===== config.mk =====
export PLATFORM = sky130hd
export DESIGN_NAME = spi_slave_rx
export DESIGN_NICKNAME = d
export VERILOG_FILES = /design/src/rtl/spi_slave_rx.sv
export SDC_FILE = /design/constraint.sdc
export NUM_CORES = 1
export LEC_CHECK = 0
export CAP_MARGIN = 25
export CORE_ASPECT_RATIO = 0.8
export CORE_MARGIN = 5
export CORE_UTILIZATION = 55
export DETAILED_ROUTE_END_ITERATION = 6
export GPL_TIMING_DRIVEN = 0
export HOLD_SLACK_MARGIN = 0.05
export PLACE_DENSITY = 0.82
export SLEW_MARGIN = 20
export SYNTH_ARGS = -nofsm -noshare
export SYNTH_HDL_FRONTEND = slang
export SYNTH_SLANG_ARGS = --single-unit

===== constraint.sdc =====
create_clock -name clk -period 4.3 [get_ports clk]
set_input_delay 0.43 -clock clk [delete_from_list [all_inputs] [get_ports clk]]
set_output_delay 0.43 -clock clk [all_outputs]
set_load 0.1 [all_outputs]

===== src/rtl/spi_slave_rx.sv =====
// SPI responder for a CPOL=1/CPHA=1 master: oversamples sclk/cs_n/mosi in the clk domain,
// deserialises MOSI and serialises a buffered word onto MISO. Optional macro: SPI_SLAVE_ABORT_EN.
module spi_slave_rx #(
   parameter int unsigned WIDTH       = 16,
   parameter int unsigned SYNC_STAGES = 2
) (
   input  logic             clk,
   input  logic             reset,
   input  logic             sclk,
   input  logic             cs_n,
   input  logic             mosi,
   output logic             miso,
   output logic             miso_oe,
   input  logic [WIDTH-1:0] tx_data,
   input  logic             tx_load,
   output logic             tx_ready,
   output logic [WIDTH-1:0] rx_data,
   output logic             rx_valid,
   output logic [5:0]       bit_count,
   output logic             frame_abort
);

   localparam int unsigned CNT_W  = 6;
   localparam int unsigned PIPE_N = SYNC_STAGES + 1;

   typedef enum logic {
      ST_IDLE,
      ST_SHIFT
   } state_e;

   state_e state_q, state_d;

   // Synchroniser stages followed by the edge-detect register; bit order {sclk, cs_n, mosi}
   logic [2:0] pipe_q [PIPE_N];
   logic [2:0] pipe_d [PIPE_N];
   logic       sclk_prev_q;

   logic             sclk_s, cs_s, mosi_s;
   logic             rise_c, fall_c;

   logic             miso_q, miso_d;
   logic             miso_oe_q, miso_oe_d;
   logic             tx_ready_q, tx_ready_d;
   logic [WIDTH-1:0] tx_buf_q, tx_buf_d;
   logic [WIDTH-1:0] tx_shift_q, tx_shift_d;
   logic [WIDTH-1:0] rx_shift_q, rx_shift_d;
   logic [WIDTH-1:0] rx_data_q, rx_data_d;
   logic             rx_valid_q, rx_valid_d;
   logic [CNT_W-1:0] bit_count_q, bit_count_d;
   logic             frame_abort_q, frame_abort_d;
   logic             consume_c;

   always_comb begin
      pipe_d[0] = {sclk, cs_n, mosi};
      for (int unsigned i = 1; i < PIPE_N; i++) begin
         pipe_d[i] = pipe_q[i-1];
      end
   end

   assign sclk_s = pipe_q[PIPE_N-1][2];
   assign cs_s   = pipe_q[PIPE_N-1][1];
   assign mosi_s = pipe_q[PIPE_N-1][0];
   assign rise_c = sclk_s & ~sclk_prev_q;
   assign fall_c = ~sclk_s & sclk_prev_q;

   always_ff @(posedge clk) begin
      if (reset) begin
         state_q <= ST_IDLE;
      end else begin
         state_q <= state_d;
      end
   end

   always_comb begin
      state_d = state_q;
      case (state_q)
         ST_IDLE:  if (!cs_s) state_d = ST_SHIFT;
         ST_SHIFT: if (cs_s)  state_d = ST_IDLE;
         default:  state_d = ST_IDLE;
      endcase
   end

   always_comb begin
      miso_d        = miso_q;
      miso_oe_d     = miso_oe_q;
      tx_ready_d    = tx_ready_q;
      tx_buf_d      = tx_buf_q;
      tx_shift_d    = tx_shift_q;
      rx_shift_d    = rx_shift_q;
      rx_data_d     = rx_data_q;
      rx_valid_d    = 1'b0;
      bit_count_d   = bit_count_q;
      frame_abort_d = 1'b0;
      consume_c     = 1'b0;

      case (state_q)
         ST_IDLE: begin
            miso_d      = 1'b0;
            miso_oe_d   = 1'b0;
            bit_count_d = '0;
            if (!cs_s) begin
               miso_oe_d = 1'b1;
               consume_c = 1'b1;
            end
         end
         ST_SHIFT: begin
            if (cs_s) begin
               // Deselect wins over a coincident rise; the partial word is dropped
               miso_d      = 1'b0;
               miso_oe_d   = 1'b0;
               rx_shift_d  = '0;
               bit_count_d = '0;
`ifdef SPI_SLAVE_ABORT_EN
               frame_abort_d = (bit_count_q != '0);
`endif
            end else begin
               if (fall_c) begin
                  miso_d     = tx_shift_q[WIDTH-1];
                  tx_shift_d = {tx_shift_q[WIDTH-2:0], 1'b0};
               end
               if (rise_c) begin
                  rx_shift_d = {rx_shift_q[WIDTH-2:0], mosi_s};
                  if (bit_count_q == CNT_W'(WIDTH - 1)) begin
                     rx_data_d   = rx_shift_d;
                     rx_valid_d  = 1'b1;
                     bit_count_d = '0;
                     consume_c   = 1'b1;
                  end else begin
                     bit_count_d = bit_count_q + CNT_W'(1);
                  end
               end
            end
         end
         default: ;
      endcase

      // Consume sees the pre-load buffer state; a same-cycle load waits for the next boundary
      if (consume_c) begin
         tx_shift_d = tx_ready_q ? '0 : tx_buf_q;
         tx_ready_d = 1'b1;
      end
      if (tx_load && tx_ready_q) begin
         tx_buf_d   = tx_data;
         tx_ready_d = 1'b0;
      end
   end

   always_ff @(posedge clk) begin
      if (reset) begin
         for (int unsigned i = 0; i < PIPE_N; i++) begin
            pipe_q[i] <= 3'b110;
         end
         sclk_prev_q   <= 1'b1;
         miso_q        <= 1'b0;
         miso_oe_q     <= 1'b0;
         tx_ready_q    <= 1'b1;
         tx_buf_q      <= '0;
         tx_shift_q    <= '0;
         rx_shift_q    <= '0;
         rx_data_q     <= '0;
         rx_valid_q    <= 1'b0;
         bit_count_q   <= '0;
         frame_abort_q <= 1'b0;
      end else begin
         for (int unsigned i = 0; i < PIPE_N; i++) begin
            pipe_q[i] <= pipe_d[i];
         end
         sclk_prev_q   <= sclk_s;
         miso_q        <= miso_d;
         miso_oe_q     <= miso_oe_d;
         tx_ready_q    <= tx_ready_d;
         tx_buf_q      <= tx_buf_d;
         tx_shift_q    <= tx_shift_d;
         rx_shift_q    <= rx_shift_d;
         rx_data_q     <= rx_data_d;
         rx_valid_q    <= rx_valid_d;
         bit_count_q   <= bit_count_d;
         frame_abort_q <= frame_abort_d;
      end
   end

   assign miso        = miso_q;
   assign miso_oe     = miso_oe_q;
   assign tx_ready    = tx_ready_q;
   assign rx_data     = rx_data_q;
   assign rx_valid    = rx_valid_q;
   assign bit_count   = bit_count_q;
   assign frame_abort = frame_abort_q;

endmodule


==> summary.md <==
| Metric | Value |
|---|---|
| Crit path max-delay family | `buffers and inverters` |
| Mapped Avg Cell Area | `9.57 µm²` |
| Clock Sinks | `between 80 and 90` |
| IO Pins | `49` |
| Clock Power Share | `41.5%` |
| Worst R2R End | `tx_shift_q[11]` |
| RSZ-0062 raised after global routing | `false` |
| Routability Congestion | `~0.84` |
| Row count | `24` |
| Final hold vios | `0` |
| Sequential cell area | `around 1700 µm²` |
| Switching power total | `0.341 mW` |
| Setup TNS | `0 ns` |
| Slew at the pin closest to its max-slew limit | `1.01 ns` |
| Drc violations | `0` |
| Vias in the first global route | `2496` |
| Clk_skew | `0.00750 ns` |
| DRT Pass-1 Iters | `4` |
| Maximum clock rate | `0.401 GHz` |
| Post-synth EDFFs | `0` |
| R2R depth | `6` |
| CTS buffer count | `9` |
| Core area | `5470 µm²` |
| Footprint of the multi-input gates | `between 1000 and 1500 µm²` |
| Die Span X | `approximately 94 µm` |
| GR Overflow Total | `0` |
| Crit path max-delay cell type | `clkdlybuf4s50_1` |
| Number of diodes | `0` |
| Die ar. | `7230 µm²` |
| Maxcap violations | `0` |
| Initial Utilization | `56.6%` |
| First-pass GRT wire length | `11.7 mm` |
| Die Ht | `77.1 µm` |
| P_leak | `~1.4 nW` |
| Crit end category | `primary output` |
| Clock transition at path regs | `0.08 ns` |
| Commonest cells after routing, fill and taps aside | `dfxtp_1, nand2_1, clkdlybuf4s50_1` |
| WS Path Type | `reg2out` |
| Clock tree buffer depth | `2` |
| Root Buffer Master | `clkbuf_8` |
| Initial DRC Count | `about 150` |
| Post-synthesis sequential area ratio | `around 54%` |
| Wire per inst | `between 10 and 15 µm` |
| Max-Slew Margin vs Limit | `between 30% and 40%` |
| Int Pwr | `1.19 mW` |
| Layout cell share with drive strength beyond 1 | `9.87%` |
| Largest net degree at the start of global routing | `15` |
| Pins Over Slew Limit | `0` |
| Crit-path cells | `clkdlybuf4s50_1` |
| R2R setup slack | `between 2 and 2.5 ns` |
| Top_reg_cell synth | `dfxtp_1` |
| Commonest non-fill, non-tap cell in the layout | `dfxtp_1` |
| Hold Crit Class | `reg2reg` |
| Final setup viols | `0` |
| Crit path largest cell delay | `1.20 ns` |
| Part of the power in registers | `52.4%` |
| Max FO, Critical Path | `8` |
| Post-DR vias/cell | `5.43` |
| Skew-Pair Late Insertion Delay | `between 0.3 and 0.4 ns` |
| Hold-fix buffers, CTS | `0` |
| Ys Warns | `0` |
| Synthesized area | `3090 µm²` |
| Post-place setup slack | `2.18 ns` |
| Hpwl dp | `4.94 mm` |
| Gate power share | `6.1%` |
| Routed wire length | `6.92 mm` |
| TritonCTS clock tree | `done` |
| Power Dens Cells | `395 nW/µm²` |
| Async set or reset register ratio after synthesis | `0%` |
| WHS Path Cells | `1` |
| Reg-to-Reg Start | `bit_count[0]` |
| GRT Overall Usage | `20.6%` |
| Hold path endpoint | `pipe_q[0][8]` |
| Post-CTS sizing | `0` |
| Area added between synthesis and finish | `25.6%` |
| Run status | `completed` |
| Worst vdd ir | `between 0.3 and 0.4 mV` |
| Mapped Nets | `346` |
| Port Buf Inserts | `46` |
| Worst Setup SP | `bit_count[2]` |
| Post-route setup slack | `1.81 ns` |
| Crit path buffers/inverters | `1` |
| Cell variety after synth | `39` |
| Number of antenna violations at the first check in global routing | `0` |
| Post-Syn Instances | `323` |
| Crit start category | `flip-flop` |
| Signal arrival time at the worst endpoint | `2.06 ns` |
| Filler instances | `450` |
| Post-synthesis register bit count | `84` |
| Critical hold path startpoint | `pipe_q[0][5]` |
| # nets final | `403` |
| Vias | `2515` |
| Final ANT Viol Nets | `0` |
| Crit share post-route | `57.9%` |
| Period minus WS final | `2.49 ns` |
| Worst EP required | `between 3 and 4 ns` |
| Post-CTS Setup Inserts | `0` |
| Sw Ratio | `22.2%` |
| CTS H-tree lvls | `3` |
-- registers in the layout, summed over array words and instances (netlist names) --
register / count
miso_oe: 1
miso: 1
tx_ready: 1
bit_count: 6
rx_shift_q: 15
rx_data: 16
state_q: 1
rx_valid: 1
pipe_q: 9
tx_shift_q: 16
tx_buf_q: 16
sclk_prev_q: 1
-- cell type report --
type	instances	area share (%)
Clock inverter	5	2.13
Buffer	22	2.61
Timing Repair Buffer	46	11.9
Multi-Input combinational cell	198	31.9
Sequential cell	84	43.3
Clock buffer	11	3.90
Tap cell	78	2.51
Inverter	19	1.84
-- cell usage after synthesis, drive strengths merged, types with 5 or more instances --
| master | n | area, µm² |
|---|---|---|
| a211oi | 15 | 113 |
| a21oi | 18 | 90.1 |
| a221oi | 14 | 123 |
| a22o | 15 | 131 |
| a22oi | 16 | 120 |
| buf | 9 | 52.6 |
| clkbuf | 13 | 48.8 |
| dfxtp | 84 | 1680 |
| inv | 19 | 71.3 |
| nand2 | 50 | 188 |
| nor2 | 23 | 88.8 |
| nor2b | 6 | 37.5 |
| nor3 | 5 | 25.0 |
| or2 | 7 | 43.8 |
-- cell families (layout without fill, tap and decap cells) --
kind of cell | Yosys count | in the layout | synth area share (%)
AO/OA/AOI/OAI | 90 | 90 | 22.8
multiplexers | 1 | 1 | 0.324
other | 1 | 1 | 0.121
flip-flops | 84 | 84 | 54.4
AND/OR/NAND/NOR | 101 | 101 | 15.3
adder cells (fa/ha/maj) | 1 | 1 | 0.405
buffers and inverters | 41 | 103 | 5.58
XOR/XNOR | 4 | 4 | 1.13
-- routing by layer --
layer  wire length, µm  share of wire, %  up-vias  GRT usage [%]
met2              3240                47       75           31.5
met3               362               5.2        9           6.75
met5                 0                 0        -              0
met4                80               1.2        0           6.49
met1              3240                47     1179           27.4
li1                  -                 -     1252              -
-- worst max-delay path by stage --
stage                                to  slack, ns  cells past startpoint
final                      bit_count[2]       1.81                      1
after CTS                  bit_count[2]       1.79                      1
after floorplan           tx_shift_q[5]       1.87                      6
after global placement     bit_count[3]       2.21                      1
after detailed placement   bit_count[2]       2.18                      1
after global routing       bit_count[2]       1.71                      1
-- per-stage QoR --
step | hold WS (ns) | util, % | area (µm²) | std cells | power [mW]
after global placement | 0.392 | 66.8 | 3650 | 447 | 0.912
after CTS | 0.418 | 71.1 | 3880 | 463 | 1.54
after global routing | 0.435 | 71.1 | 3880 | 463 | 1.59
after detailed placement | 0.397 | 66.8 | 3650 | 447 | 0.915
final | 0.415 | 71.1 | 3880 | 463 | 1.53
after floorplan | 0.389 | - | 3090 | 323 | 0.878
-- worst reg2reg max path: stages, from the launching register on --
cell,delay [ns]
dfxtp_1,0.36
ha_1,0.28
and4bb_2,0.28
a41o_1,0.30
buf_2,0.22
a221oi_1,0.39
a211oi_1,0.09
-- power by group through the flow --
stage                     sequential (mW)  clock (mW)  combinational (mW)
after floorplan                     0.826           0              0.0525
after global placement              0.821           0              0.0909
after detailed placement            0.822           0              0.0931
after CTS                           0.804       0.648              0.0934
after global routing                0.806       0.682               0.102
final                               0.804       0.637              0.0938
Power figures use the tool's default switching activity.
==> RTL edit, RTL diff (same flow settings) <==
Register the output `bit_count` once more; this adds one clock of latency there. The other outputs are not delayed to match.
--- a/src/rtl/spi_slave_rx.sv
+++ b/src/rtl/spi_slave_rx.sv
@@ -185,5 +185,7 @@
    assign rx_data     = rx_data_q;
    assign rx_valid    = rx_valid_q;
-   assign bit_count   = bit_count_q;
+   always_ff @(posedge clk) begin
+      bit_count <= bit_count_q;
+   end
    assign frame_abort = frame_abort_q;
 
Behaviour: not the same (Yosys sat finds a counterexample within 10 cycles, from zero or initial values and one cycle with reset high).
==> RTL edit against the unedited design <==
- area after synthesis increased by 4.9%
- final cell count is 2.4% higher
- wire length grew 0.10%
- final area rose by 3.1%
- sequential power increased by 6.8%
- global-route usage fell by 1.0 points
- worst setup slack improved by 0.093 ns
- largest cell class unchanged
- sequential cell count up 6
- sequential share of layout area increased by 1.7 points
- power fell by 1.1%
- clock power down 11%
- combinational power barely moved
- critical path depth unchanged
==> RTL edit: results (changes against the unedited design) <==
Final Non-Filler Cells: 474 (+2.4%)
first-pass GRT wire length: 11450 um (-2.5%)
Max VDD drop: 0.2294 mV (-25%)
routed wl met2: 3247 um (+0.31%)
post-DR vias/cell: 5.409 (-0.42%)
GP Congestion: 0.8493 (+0.95%)
hpwl dp: 4829 um (-2.3%)
layout cell share with drive strength beyond 1: 9.160% (-0.71 points)
Clock Skews: 0.009121 ns (+0.001622 ns)
Mean Syn Cell Area: 9.802 um2 (+2.4%)
Worst EP arrival: 1.97 ns (-0.09 ns)
drt wl/cell: 14.61 um (-2.2%)
Synth Area in XOR/XNOR: 1.080% (-0.053 points)
Leakage: 0.001440 uW (+2.2%)
DP Cell Count: 458 (+2.5%)
Worst Path Max Fanout: 6 (-2)
Relative slew margins: 34.56% (+2.2 points)
drt initial violations: 142 (-7.2%)
vias in the first global route: 2414 (-3.3%)
placed cell area: 3806 um2 (+4.3%)
WL met1: 3204 um (-1.0%)
Crit path largest cell delay: 1.18 ns (-0.02 ns)
outcome: completed
Nets: 411 (+2.0%)
metal3 WL: 375 um (+3.6%)
Synth Area in Compound Gates: 21.71% (-1.1 points)
pre-CTS setup slack: 2.226 ns (+0.04887 ns)
post-synth net total: 354 (+2.3%)
count of cell types in the netlist: 42 (+7.7%)
All-Layer GR Usage: 19.54% (-1.0 points)
top post-synthesis cells by count: dfxtp_1, nand2_1, nor2_1
mux cell area share after synthesis: 0.3085% (-0.015 points)
==> RTL edit: path summary, 6_finish.rpt <==
path | start | to | slack (ns) | cells after the start
min | bit_count_q[3] | bit_count[3] | 0.36 | 0
max reg2reg | bit_count_q[0] | rx_data[12] | 2.23 | 5
min reg2reg | bit_count_q[3] | bit_count[3] | 0.36 | 0
max | tx_ready | tx_ready | 1.90 | 1
==> RTL edit: per-layer routing <==
layer	GRT usage (%)	vias up
li1	-	1274
met1	26.09	1209
met2	29.84	71
met3	6.155	10
met4	6.818	0
met5	0	-
==> RTL edit: layout make-up <==
type                    count  share of cell area, %
inverters                  19                  1.782
well taps                  81                  2.532
flip-flops and latches     90                  45.01
clock inverters             4                  1.282
repair buffers             46                  11.50
plain buffers              23                  2.657
multi-input cells         199                  31.60
clock buffers              12                  3.626
==> RTL edit: report_power, final <==
part | internal (uW) | total (uW) | switching [uW]
logic | 37.8 | 93.7 | 55.9
clock network | 285 | 564 | 279
registers | 851 | 859 | 8.77
total | 1170 | 1520 | 343
